`config.mk`:
```
export PLATFORM = sky130hd
export DESIGN_NAME = io_input_reader
export DESIGN_NICKNAME = d
export VERILOG_FILES = /design/src/rtl/io_in_pkg.sv /design/src/rtl/debounce_1bit.sv /design/src/rtl/io_input_reader.sv
export SDC_FILE = /design/constraint.sdc
export NUM_CORES = 1
export LEC_CHECK = 0
export ABC_AREA = 1
export ABC_CLOCK_PERIOD_IN_PS = 3000
export BUFFER_PORTS_ARGS = -buffer_cell sky130_fd_sc_hd__buf_2
export CORE_ASPECT_RATIO = 1.2
export CORE_MARGIN = 1
export CORE_UTILIZATION = 35
export CTS_BUF_LIST = sky130_fd_sc_hd__clkbuf_4
export CTS_CLUSTER_DIAMETER = 60
export DETAILED_ROUTE_END_ITERATION = 8
export SYNTH_ARGS = -nofsm -noshare
export SYNTH_HDL_FRONTEND = slang
export SYNTH_SLANG_ARGS = --single-unit
```
`constraint.sdc`:
```
create_clock -name i_clk -period 3 [get_ports i_clk]
set_input_delay 0.3 -clock i_clk [delete_from_list [all_inputs] [get_ports i_clk]]
set_output_delay 0.3 -clock i_clk [all_outputs]
set_load 0.05 [all_outputs]
```
`src/rtl/io_in_pkg.sv`:
```
// Shared register map, status-field layout and default sizing for the
// memory-mapped input peripheral.
package io_in_pkg;

  localparam int SW_W_DEF      = 10;
  localparam int BTN_W_DEF     = 4;
  localparam int DB_CYCLES_DEF = 16;

  // Register select, taken from byte-address bits [3:2].
  typedef enum logic [1:0] {
    IO_IN_SW   = 2'd0,
    IO_IN_BTN  = 2'd1,
    IO_IN_EVT  = 2'd2,
    IO_IN_STAT = 2'd3
  } io_in_reg_e;

  localparam int STAT_IRQ_BIT   = 0;
  localparam int STAT_BTNW_LSB  = 8;
  localparam int STAT_BTNW_MSB  = 15;

endpackage

```
`src/rtl/debounce_1bit.sv`:
```
// One button: two-flop synchronizer, run-length debounce counter and
// accepted level, plus a strobe on the edge where the level is accepted high.
module debounce_1bit
  import io_in_pkg::*;
#(
  parameter int DB_CYCLES = DB_CYCLES_DEF
) (
  input  logic i_clk,
  input  logic i_reset,
  input  logic i_pin,
  output logic o_level,
  output logic o_rise
);

  localparam int CW = $clog2(DB_CYCLES);
  localparam logic [CW-1:0] CNT_MAX = CW'(DB_CYCLES - 1);

  logic          meta;
  logic          sync;
  logic          stable;
  logic [CW-1:0] cnt;
  logic          accept;

  // High during the cycle whose closing edge flips the accepted level.
  assign accept = (sync != stable) && (cnt == CNT_MAX);

  // NOTE: state flops use non-blocking assignments so every flop samples
  // pre-edge values regardless of statement order.
  always_ff @(posedge i_clk) begin
    if (i_reset) begin
      meta   <= 1'b0;
      sync   <= 1'b0;
      stable <= 1'b0;
      cnt    <= '0;
    end else begin
      meta <= i_pin;
      sync <= meta;
      if (sync == stable) begin
        cnt <= '0;
      end else if (accept) begin
        stable <= sync;
        cnt    <= '0;
      end else begin
        cnt <= cnt + 1'b1;
      end
    end
  end

  assign o_level = stable;
  assign o_rise  = accept & sync;

endmodule

```
`src/rtl/io_input_reader.sv`:
```
// Input peripheral on the LSU load path: synchronized switches, debounced
// buttons, sticky clear-on-read press events and a combinational read mux.
module io_input_reader
  import io_in_pkg::*;
#(
  parameter int SW_W      = SW_W_DEF,
  parameter int BTN_W     = BTN_W_DEF,
  parameter int DB_CYCLES = DB_CYCLES_DEF
) (
  input  logic             i_clk,
  input  logic             i_reset,
  input  logic [SW_W-1:0]  i_io_sw,
  input  logic [BTN_W-1:0] i_io_btn,
  input  logic             i_rd_en,
  input  logic [3:0]       i_addr,
  output logic [31:0]      o_rdata,
  output logic             o_irq
);

  logic [SW_W-1:0]  sw_meta;
  logic [SW_W-1:0]  sw_sync;
  logic [BTN_W-1:0] btn_level;
  logic [BTN_W-1:0] btn_rise;
  logic [BTN_W-1:0] events;
  io_in_reg_e       sel;
  logic             evt_clear;
  logic             unused_addr_bits;

  for (genvar g = 0; g < BTN_W; g++) begin : g_btn
    debounce_1bit #(
      .DB_CYCLES (DB_CYCLES)
    ) u_db (
      .i_clk   (i_clk),
      .i_reset (i_reset),
      .i_pin   (i_io_btn[g]),
      .o_level (btn_level[g]),
      .o_rise  (btn_rise[g])
    );
  end

  always_ff @(posedge i_clk) begin
    if (i_reset) begin
      sw_meta <= '0;
      sw_sync <= '0;
    end else begin
      sw_meta <= i_io_sw;
      sw_sync <= sw_meta;
    end
  end

  assign sel              = io_in_reg_e'(i_addr[3:2]);
  assign evt_clear        = i_rd_en && (sel == IO_IN_EVT);
  assign unused_addr_bits = ^i_addr[1:0];

  // A press landing on the clearing edge replaces the cleared value, so it survives.
  always_ff @(posedge i_clk) begin
    if (i_reset) begin
      events <= '0;
    end else if (evt_clear) begin
      events <= btn_rise;
    end else begin
      events <= events | btn_rise;
    end
  end

  assign o_irq = |events;

  // NOTE: o_rdata gets its default before the case so no path leaves it
  // unassigned, which would otherwise infer a latch.
  always_comb begin
    o_rdata = '0;
    if (i_rd_en) begin
      case (sel)
        IO_IN_SW:   o_rdata[SW_W-1:0]  = sw_sync;
        IO_IN_BTN:  o_rdata[BTN_W-1:0] = btn_level;
        IO_IN_EVT:  o_rdata[BTN_W-1:0] = events;
        IO_IN_STAT: begin
          o_rdata[STAT_IRQ_BIT]                 = o_irq;
          o_rdata[STAT_BTNW_MSB:STAT_BTNW_LSB] = 8'(BTN_W);
        end
        default:    o_rdata = '0;
      endcase
    end
  end

endmodule

```
==> results of run 1 <==
-- per-stage QoR --
stage,cell area [sq um],utilization [%]
floorplan,2240,-
detailed placement,2300,38.3
global route,2360,39.3
CTS,2360,39.3
global placement,2300,38.3
finish,2360,39.3
-- where the power goes --
| group | switching (uW) | internal (uW) |
|---|---|---|
| clock network | 195 | 109 |
| registers | 6.19 | 710 |
| logic | 102 | 23.0 |
-- metal layers --
| metal | vias to the layer above | global-route usage [%] | part of all wire, % |
|---|---|---|---|
| met5 | - | 0 | 0 |
| met1 | 678 | 12.5 | 46 |
| met2 | 43 | 19.2 | 47 |
| met4 | 0 | 6.29 | 2.6 |
| li1 | 882 | - | - |
| met3 | 6 | 2.30 | 4.0 |
-- state kept, by name (all words and copies together) (netlist names) --
| name | cells |
|---|---|
| g_btn.u_db.sync | 4 |
| sw_sync | 10 |
| g_btn.u_db.cnt | 16 |
| events | 4 |
| sw_meta | 10 |
| g_btn.u_db.meta | 4 |
| g_btn.u_db.o_level | 4 |
-- worst min-delay path, delay by kind of cell --
family / cells / cell delay, ns
AND/OR/NAND/NOR: 1 / 0.03
buffers and inverters: 2 / 0.13
-- cells in the final DEF (no fill, tap or decap), types with 4 or more instances in the layout --
| cell | n |
|---|---|
| a21oi_1 | 5 |
| buf_2 | 30 |
| clkbuf_4 | 7 |
| conb_1 | 21 |
| dfxtp_1 | 52 |
| ha_1 | 4 |
| inv_1 | 64 |
| nand2_1 | 43 |
| nand3_1 | 17 |
| nand4_1 | 8 |
| nor2_1 | 61 |
| o21ai_0 | 5 |
| xnor2_1 | 4 |
-- worst max path at each step --
stage,cells past startpoint,endpoint,start
after floorplan,4,o_rdata[0],events[0]
after global placement,5,o_rdata[4],i_addr[2]
after detailed placement,6,o_rdata[0],i_addr[3]
after CTS,5,o_rdata[0],events[2]
after global routing,5,o_rdata[0],events[2]
final,5,o_rdata[0],events[2]
-- cell families (layout without fill, tap and decap cells) --
logic type	count (synthesis)	after routing	share of synthesized area, %
AO/OA/AOI/OAI	10	10	2.32
other	1	21	0.174
buffers and inverters	92	104	20.0
AND/OR/NAND/NOR	131	131	25.4
XOR/XNOR	4	4	1.62
flip-flops	52	52	48.2
adder cells (fa/ha/maj)	4	4	2.32
-- layout make-up --
cell class              count  area (sq um)  area share [%]
flip-flops and latches     52          1040            44.1
well taps                  82           103            4.35
multi-input cells         170           763            32.3
clock buffers               7          52.6            2.23
repair buffers             30           150            6.36
inverters                  66           248            10.5
clock inverters             1          3.75           0.159
==> summary.md, run 1 <==
| Metric | Value |
|---|---|
| Status | complete, no violations |
| Num rows | 31 |
| Reg2Reg Capture Point | g_btn[2].u_db.cnt[0] |
| Postcts setup bufs | 0 |
| Mapped cell area | between 2000 and 2500 sq um |
| Tmin final | 1.73 ns |
| Final hold vios | 0 |
| Buffers plus inverters on the worst setup path | 1 |
| Die X | 73.7 microns |
| Slew margin rel. | 62.5% |
| Post-synth EDFFs | 0 |
| # nets final | 350 |
| Final WS setup | between 1 and 1.5 ns |
| Clk slew on worst S/H paths | roughly 0.13 ns |
| GRT Resource Usage Total | 11.1% |
| H-tree depth | 2 |
| Iteration-0 DRC Markers | 20 |
| Wirelength per Cell | 7.96 microns |
| Core area | between 6000 and 7000 sq um |
| Cell taking the most area after synthesis | dfxtp_1 |
| Clk sinks | 52 |
| Slowest Stage Delay on Critical Path | 0.38 ns |
| R2R setup slack | 1.86 ns |
| Peak VDD IR | around 0.00033 V |
| Sequential area share after synthesis | 48.2% |
| Largest net degree at the start of global routing | 34 |
| First-pass GRT wire length | 5.45 mm |
| IO Pins | 54 |
| YS warnings | 0 |
| Critical path, cell by cell | nor2_1 > nand2_1 > nand2_1 > a21oi_1 > buf_2 |
| Root buffer cell | clkbuf_4 |
| Via Count | ~1600 |
| Avg Cell Area, Syn | 7.35 sq um |
| Die ar. | 6490 sq um |
| Synth Flop Type | dfxtp_1 |
| Post-synth top area share | roughly 48% |
| CTS resizes | 0 |
| Vias in the first global route | 1356 |
| DP Wirelength | 2.36 mm |
| ANT nets after route | 0 |
| Critical path type | register to output pin |
| Commonest cells post-synth | inv_1, nor2_1, dfxtp_1, nand2_1, buf_4 |
| Pwr/cell area | 485 nW/um^2 |
| Gpl congestion | ~0.76 |
| Tot Pwr | about 1100 uW |
| P&R area growth vs syn | 9.26% |
| CP Max Fanout | 3 |
| Port bufs | 30 |
| Max Cap Viol | 0 |
| Synth Register Bits | 52 |
| Vias/cell | 3.94 |
| Leakage | 0.00122 uW |
| Layout Cells excl Fill | 408 |
| RSZ-0062 raised after global routing | false |
| Setup violators final | 0 |
| Hold depth | 3 |
| Number of remaining DRC errors | 0 |
| Largest cells by area after synthesis | dfxtp_1, inv_1, nor2_1, buf_4, nand2_1 |
| Congestion Overflow GR | 0 |
| Initial antenna violation count | 0 |
| CP required | 2.70 ns |
| FFs w/ async S/R, synth | 0% |
| Filler instances | 640 |
| TNS Setup | 0 ns |
| Layout Skew | 0.00443 ns |
| Slew at the pin with the worst max-slew slack | 0.563 ns |
| Crit end category | output pin |
| Final WL | roughly 3.2 mm |
| Arr. time, crit path | between 1 and 1.5 ns |
| Syn Inst Count | 294 |
| Die Y-Extent | 88.1 microns |
| Max Root-Sink Buffers | 2 |
| Top-count cell post-synth | inv_1 |
| Crit-path leading delay family | flip-flops |
| CTS buffer count | 5 |
| Antenna diodes | 0 |
| CTS tree | yes |
| Hold Path End | g_btn[3].u_db.meta |
| Slowest cell on crit path | dfxtp_1 |
| Worst hold path class | input pin to register |
| Number of cells on the worst reg-to-reg path | 4 |
| # hold bufs at CTS | 0 |
| Hold slack | 0.129 ns |
| First-pass detailed-route iteration total | 4 |
| Layout cells sized above 1 | 12.6% |
| Maximum clock frequency | 0.577 GHz |
| Hold_sp | i_io_btn[3] |
| Cell repeated most along the worst path | nand2_1 |
| Place WS | between 1 and 1.5 ns |
| DP Cell Count | 400 |
| Initial Util | between 30% and 40% |
| CP Launch Type | register |
| Synth cell types | 17 |
| Slew Limit Fails | 0 |
| Reg2reg start | g_btn[2].u_db.cnt[0] |
| Period utilization | between 50 and 60% |
| Clock Latency Late Sink | 0.35 ns |
Power figures use the tool's default switching activity.
==> run 2: changes to the inputs <==
--- a/config.mk
+++ b/config.mk
@@ -6,7 +6,7 @@
 export NUM_CORES = 1
 export LEC_CHECK = 0
 export ABC_AREA = 1
-export ABC_CLOCK_PERIOD_IN_PS = 3000
+export ABC_CLOCK_PERIOD_IN_PS = 1500
 export BUFFER_PORTS_ARGS = -buffer_cell sky130_fd_sc_hd__buf_2
 export CORE_ASPECT_RATIO = 1.2
 export CORE_MARGIN = 1
==> constraint.sdc (replaced) <==
create_clock -name i_clk -period 1.5 [get_ports i_clk]
set_input_delay 0.15 -clock i_clk [delete_from_list [all_inputs] [get_ports i_clk]]
set_output_delay 0.15 -clock i_clk [all_outputs]
set_load 0.05 [all_outputs]
==> run 2 against run 1 <==
Effect of this change:
- via count increased by 5.1%
- critical endpoint unchanged
- critical path depth unchanged
- critical path type unchanged
- clock skew increased by 0.0020 ns
==> summary.md, run 2 (same netlist as run 1, synthesis figures left out) <==
| Metric | Value |
|---|---|
| Die Y-Extent | 88.1 microns (unchanged) |
| Hold_sp | i_reset |
| Final hold vios | 0 (unchanged) |
| Port bufs | 30 (unchanged) |
| H-tree depth | 2 (unchanged) |
| Arr. time, crit path | 1.27 ns (-0.16 ns) |
| Hold Path End | sw_sync[3] |
| Hold depth | 2 (-1) |
| Worst hold path class | input pin to register |
| Reg2reg start | g_btn[2].u_db.cnt[0] |
| Critical path type | register to output pin |
| Clk sinks | 52 (unchanged) |
| CP required | 1.35 ns (-1.35 ns) |
| R2R setup slack | 0.33 ns (-1.53 ns) |
| RSZ-0062 raised after global routing | true |
| GRT Resource Usage Total | 11.5% (+0.45 points) |
| Core area | 6010 sq um (unchanged) |
| Internal Power | 1690 uW (+100%) |
| Number of cells on the worst reg-to-reg path | 4 (unchanged) |
| Initial antenna violation count | 0 (unchanged) |
| Period utilization | a little over nine tenths |
| Postcts setup bufs | 0 (unchanged) |
| P&R area growth vs syn | 18.1% |
| First-pass GRT wire length | 5.70 mm (+4.5%) |
| Layout cells sized above 1 | 15.2% (+2.7 points) |
| Most frequent cells in the layout | inv_1, nor2_1, dfxtp_1 |
| Maximum clock frequency | roughly 0.7 GHz |
| ANT nets after route | 0 (unchanged) |
| Num rows | 31 (unchanged) |
| Gpl congestion | 0.795 (+4.8%) |
| Pwr/cell area | 924 nW/um^2 (+91%) |
| Comb power frac | 12.0% (+1.1 points) |
| DP Wirelength | 2.50 mm (+5.8%) |
| Leakage | 0.00128 uW (+5.5%) |
| Iteration-0 DRC Markers | 32 (+60%) |
| Initial Util | 35.9% (unchanged) |
| Largest reg by FF count | g_btn.u_db.cnt |
| Via Count | 1691 (+5.1%) |
| CTS buffer count | 5 (unchanged) |
| Layout Cells excl Fill | 423 (+3.7%) |
| First-pass detailed-route iteration total | 4 (unchanged) |
| Top Registers | g_btn.u_db.cnt (16), sw_meta (10), sw_sync (10) |
| Peak VDD IR | 0.000661 V (+100%) |
| Final WL | 3.41 mm (+4.9%) |
| Tot Pwr | 2360 uW (+110%) |
| Max reg flops | 16 (unchanged) |
| Wirelength per Cell | 8.05 microns (+1.2%) |
| Max Root-Sink Buffers | 2 (unchanged) |
| Antenna diodes | 0 (unchanged) |
| Switch share | 28.4% (+1.9 points) |
| CP Launch Type | register |
| Status | complete, no violations |
| Largest net degree at the start of global routing | 20 (-41%) |
| Setup violators final | 0 (unchanged) |
| Crit end category | output pin |
| Commonest non-fill, non-tap cell in the layout | inv_1 |
| Die X | 73.7 microns (unchanged) |
| Layout Skew | 0.00642 ns (+0.00199 ns) |
| Psw | 669 uW (+120%) |
| Reg2Reg Capture Point | g_btn[2].u_db.o_level |
| DP Cell Count | 401 (+0.25%) |
| Max Cap Viol | 0 (unchanged) |
| Number of remaining DRC errors | 0 (unchanged) |
| Clock Latency Late Sink | 0.36 ns (about the same) |
| Die ar. | 6490 sq um (unchanged) |
| Slew Limit Fails | 0 (unchanged) |
| Clk slew on worst S/H paths | 0.15 ns (+0.02 ns) |
| Vias in the first global route | 1453 (+7.2%) |
| Congestion Overflow GR | 0 (unchanged) |
| Root buffer cell | clkbuf_4 |
| # nets final | 365 (+4.3%) |
| CP Max Fanout | 3 (unchanged) |
| Tmin final | between 1 and 1.5 ns |
| CTS tree | yes |
| Final Util | 42.4% (+3.2 points) |
| Clk network pwr share | 27.2% (+0.7 points) |
| Vias/cell | 4.00 (+1.4%) |
| Register share of total power | 60.7% (-1.8 points) |
| IO Pins | 54 (unchanged) |
## run 2: changes by cell type in the layout (fill, tap and decap cells not counted), moves of 2 or more
cell / delta
dfxtp_2: +7
buf_4: +3
dlygate4sd3_1: +14
buf_2: -4
dfxtp_1: -7
inv_6: +2
## run 2: timing repair
item                                   CTS  global route
resized for setup                        5             9
cloned                                   0             0
hold buffers                            14             0
setup endpoints to repair                2             4
endpoints found under the hold margin   14             0
## run 2: per-layer routing
layer  routed length [microns]  track usage [%]
met3                       103             2.30
met1                      1480             11.9
met4                        76             6.29
met5                         0                0
met2                      1740             21.4
## run 2: power groups by stage
| stage | logic (uW) | registers [uW] | clock network, uW |
|---|---|---|---|
| global route | 312 | 1440 | 729 |
| CTS | 283 | 1430 | 685 |
| global placement | 252 | 1460 | 0 |
| detailed placement | 254 | 1460 | 0 |
| finish | 284 | 1430 | 642 |
| floorplan | 253 | 1460 | 0 |
## run 2: per-stage QoR
| stage | TNS [ns] | setup slack (ns) | cell area, sq um | hold slack (ns) |
|---|---|---|---|---|
| 2_1_floorplan | 0 | 0.0763 | 2250 | 0.257 |
| 3_3_place_gp | 0 | 0.271 | 2320 | 0.348 |
| 3_5_place_dp | 0 | 0.285 | 2320 | 0.355 |
| 4_1_cts | 0 | 0.00629 | 2540 | 0.103 |
| 5_1_grt | -0.0247 | -0.0247 | 2550 | 0.101 |
| 6_report | 0 | 0.0826 | 2550 | 0.122 |
## run 2: final cells by class
type / instances / area, sq um
fillers: 606 / 3460
flip-flops and latches: 52 / 1050
multi-input cells: 170 / 777
repair buffers: 45 / 312
inverters: 66 / 248
well taps: 82 / 103
clock buffers: 5 / 37.5
clock inverters: 3 / 25.0
## run 2: worst max path at each step
| stage | from | end | depth (start not counted) |
|---|---|---|---|
| 3_3_place_gp | i_addr[2] | o_rdata[5] | 5 |
| 6_report | events[0] | o_rdata[0] | 5 |
| 5_1_grt | events[2] | o_rdata[0] | 5 |
| 2_1_floorplan | events[0] | o_rdata[0] | 4 |
| 3_5_place_dp | i_addr[2] | o_rdata[5] | 5 |
| 4_1_cts | events[3] | o_rdata[0] | 5 |
## run 2: critical path, cell delays in order (launching register included)
cell and delay [ns]:
dfxtp_2 0.37, nor2_1 0.04, nand2_1 0.10, nand2_2 0.07
a21oi_4 0.15, buf_6 0.17
==> run 3: changes to the inputs <==
--- a/config.mk
+++ b/config.mk
@@ -9,7 +9,7 @@
 export ABC_CLOCK_PERIOD_IN_PS = 1500
 export BUFFER_PORTS_ARGS = -buffer_cell sky130_fd_sc_hd__buf_2
 export CORE_ASPECT_RATIO = 1.2
-export CORE_MARGIN = 1
+export CORE_MARGIN = 2
 export CORE_UTILIZATION = 35
 export CTS_BUF_LIST = sky130_fd_sc_hd__clkbuf_4
 export CTS_CLUSTER_DIAMETER = 60
==> run 3 against run 2 <==
Effect of this change:
- combinational power barely moved
- largest cell class unchanged
- design area rose by 0.49%
- sequential power is essentially flat
- critical endpoint unchanged
- largest power group unchanged
- die area is 5.0% higher
==> summary.md, run 3 (same netlist as run 1, synthesis figures left out) <==
| Metric | Value |
|---|---|
| Wirelength per Cell | 8.02 microns (-0.32%) |
| GRT Resource Usage Total | 11.4% (-0.090 points) |
| Vias/cell | 3.91 (-2.2%) |
| Postcts setup bufs | 0 (unchanged) |
| Die Y-Extent | 90.1 microns (+2.3%) |
| Vias in the first global route | 1542 (+6.1%) |
| Clk network pwr share | 28.6% (+1.4 points) |
| CP Max Fanout | 3 (unchanged) |
| Congestion Overflow GR | 0 (unchanged) |
| Iteration-0 DRC Markers | 36 (+13%) |
| Comb power frac | 11.9% (about the same) |
| Tmin final | 1.44 ns (+0.0246 ns) |
| Maximum clock frequency | 0.694 GHz (-1.7%) |
| RSZ-0062 raised after global routing | true |
| Crit path to | o_rdata[0] |
| Leakage | 0.00129 uW (+0.88%) |
| Commonest non-fill, non-tap cell in the layout | inv_1 |
| H-tree depth | 2 (unchanged) |
| Num rows | 31 (unchanged) |
| Status | complete, no violations |
| First-pass detailed-route iteration total | 4 (unchanged) |
| R2R setup slack | 0.39 ns (+0.06 ns) |
| Internal Power | 1700 uW (+0.86%) |
| Worst hold path class | input pin to register |
| Top Registers | g_btn.u_db.cnt (16), sw_meta (10), sw_sync (10) |
| Layout Cells excl Fill | 424 (+0.24%) |
| Max Cap Viol | 0 (unchanged) |
| Peak VDD IR | 0.000769 V (+16%) |
| Reg2Reg Capture Point | g_btn[1].u_db.cnt[0] |
| Critical path type | register to output pin |
| Number of cells on the worst reg-to-reg path | 4 (unchanged) |
| IO Pins | 54 (unchanged) |
| Final hold vios | 0 (unchanged) |
| DP Wirelength | 2.50 mm (-0.22%) |
| CP startpoint | events[0] |
| Largest reg by FF count | g_btn.u_db.cnt |
| Most frequent cells in the layout | inv_1, nor2_1, dfxtp_1 |
| DP Cell Count | 402 (+0.25%) |
| Gpl congestion | 0.759 (-4.4%) |
| Via Count | 1658 (-2.0%) |
| First-pass GRT wire length | 6.08 mm (+6.7%) |
| Slew Limit Fails | 0 (unchanged) |
| Clk sinks | 52 (unchanged) |
| Pwr/cell area | 939 nW/um^2 (+1.5%) |
| Clock Latency Late Sink | 0.38 ns (+0.02 ns) |
| ANT nets after route | 0 (unchanged) |
| CTS buffer count | 5 (unchanged) |
| CTS tree | yes |
| Max reg flops | 16 (unchanged) |
| Core area | 6010 sq um (unchanged) |
| Register share of total power | 59.5% (-1.2 points) |
| Psw | 703 uW (+5.0%) |
| Port bufs | 30 (unchanged) |
| Layout cells sized above 1 | 15.8% (+0.54 points) |
| TNS Setup | 0 ns (unchanged) |
| Clk slew on worst S/H paths | 0.16 ns (about the same) |
| Max Root-Sink Buffers | 2 (unchanged) |
| DP Area | 2330 sq um (+0.32%) |
| Initial antenna violation count | 0 (unchanged) |
| # nets final | 366 (+0.27%) |
| Final Util | 42.6% (+0.21 points) |
| Die ar. | 6820 sq um (+5.0%) |
| Die X | 75.7 microns (+2.7%) |
| Number of remaining DRC errors | 0 (unchanged) |
| Crit end category | output pin |
| Final WL | 3.40 mm (about the same) |
| Arr. time, crit path | 1.29 ns (+0.02 ns) |
| Initial Util | 35.9% (unchanged) |
| P&R area growth vs syn | 18.6% |
| CP Launch Type | register |
| Layout Skew | 0.0108 ns (+0.00438 ns) |
| Antenna diodes | 0 (unchanged) |
| Reg2reg start | g_btn[1].u_db.cnt[0] |
| Switch share | 29.2% (+0.82 points) |
| CP required | 1.35 ns (about the same) |
| Setup violators final | 0 (unchanged) |
| Largest net degree at the start of global routing | 21 (+5.0%) |
| Filler instances | 622 (+2.6%) |
| Root buffer cell | clkbuf_4 |
| Period utilization | 96.1% (+1.6 points) |
| Post-route design area | 2560 sq um (+0.49%) |
## run 3: changes by cell type in the layout (fill, tap and decap cells not counted), sizes merged
cell,before,now
buf,30,31
clkinvlp,1,0
inv,68,69
## run 3: area by class of cell
type | instances | area (sq um) | share of cell area [%]
multi-input combinational | 170 | 777 | 30.3
clock buffer | 5 | 37.5 | 1.46
inverter | 66 | 248 | 9.66
clock inverter | 3 | 28.8 | 1.12
timing repair buffer | 46 | 319 | 12.4
tap | 82 | 103 | 4.00
sequential | 52 | 1050 | 41.0
## run 3: layer usage
layer  part of all wire (%)  global-route usage, %  vias up
li1                       -                      -      920
met1                     43                   12.9      698
met2                     51                   19.6       34
met3                    3.4                   2.58        6
met4                    2.5                   5.26        0
met5                      0                      0        -
## run 3: worst min path at each step
| stage | start | depth (start not counted) | to | slack, ns |
|---|---|---|---|---|
| after global routing | i_reset | 4 | g_btn[3].u_db.o_level | 0.10 |
| after CTS | i_reset | 4 | g_btn[0].u_db.o_level | 0.09 |
| final | i_reset | 4 | g_btn[2].u_db.o_level | 0.10 |
| after floorplan | i_io_btn[0] | 2 | g_btn[0].u_db.meta | 0.26 |
| after detailed placement | i_io_sw[7] | 3 | sw_meta[7] | 0.36 |
| after global placement | i_io_btn[1] | 3 | g_btn[1].u_db.meta | 0.35 |
## run 3: critical path: stages (launching register included)
cell and delay [ns]:
dfxtp_2 0.37, nor2_1 0.05, nand2_1 0.10, nand2_2 0.07, a21oi_4 0.16, buf_6 0.17
## run 3: metrics by stage
stage          hold slack [ns]  worst slack, ns  power, uW
3_5_place_dp             0.356            0.278       1720
3_3_place_gp             0.348            0.276       1720
4_1_cts                 0.0907          0.00445       2440
6_report                 0.103           0.0581       2410
2_1_floorplan            0.257           0.0763       1710
5_1_grt                  0.104          -0.0225       2530
## run 3: repair_timing
item                                   in CTS  in global routing
setup endpoints to repair                   3                  4
endpoints found under the hold margin      14                  0
pin swaps                                   0                  0
hold buffers                               14                  0
gates resized for setup                     7                  7
## run 3: power groups by stage
| stage | clock network (uW) | registers (uW) | logic (uW) |
|---|---|---|---|
| 2_1_floorplan | 0 | 1460 | 253 |
| 3_3_place_gp | 0 | 1460 | 255 |
| 3_5_place_dp | 0 | 1460 | 257 |
| 4_1_cts | 716 | 1430 | 287 |
| 5_1_grt | 775 | 1440 | 315 |
| 6_report | 687 | 1430 | 287 |
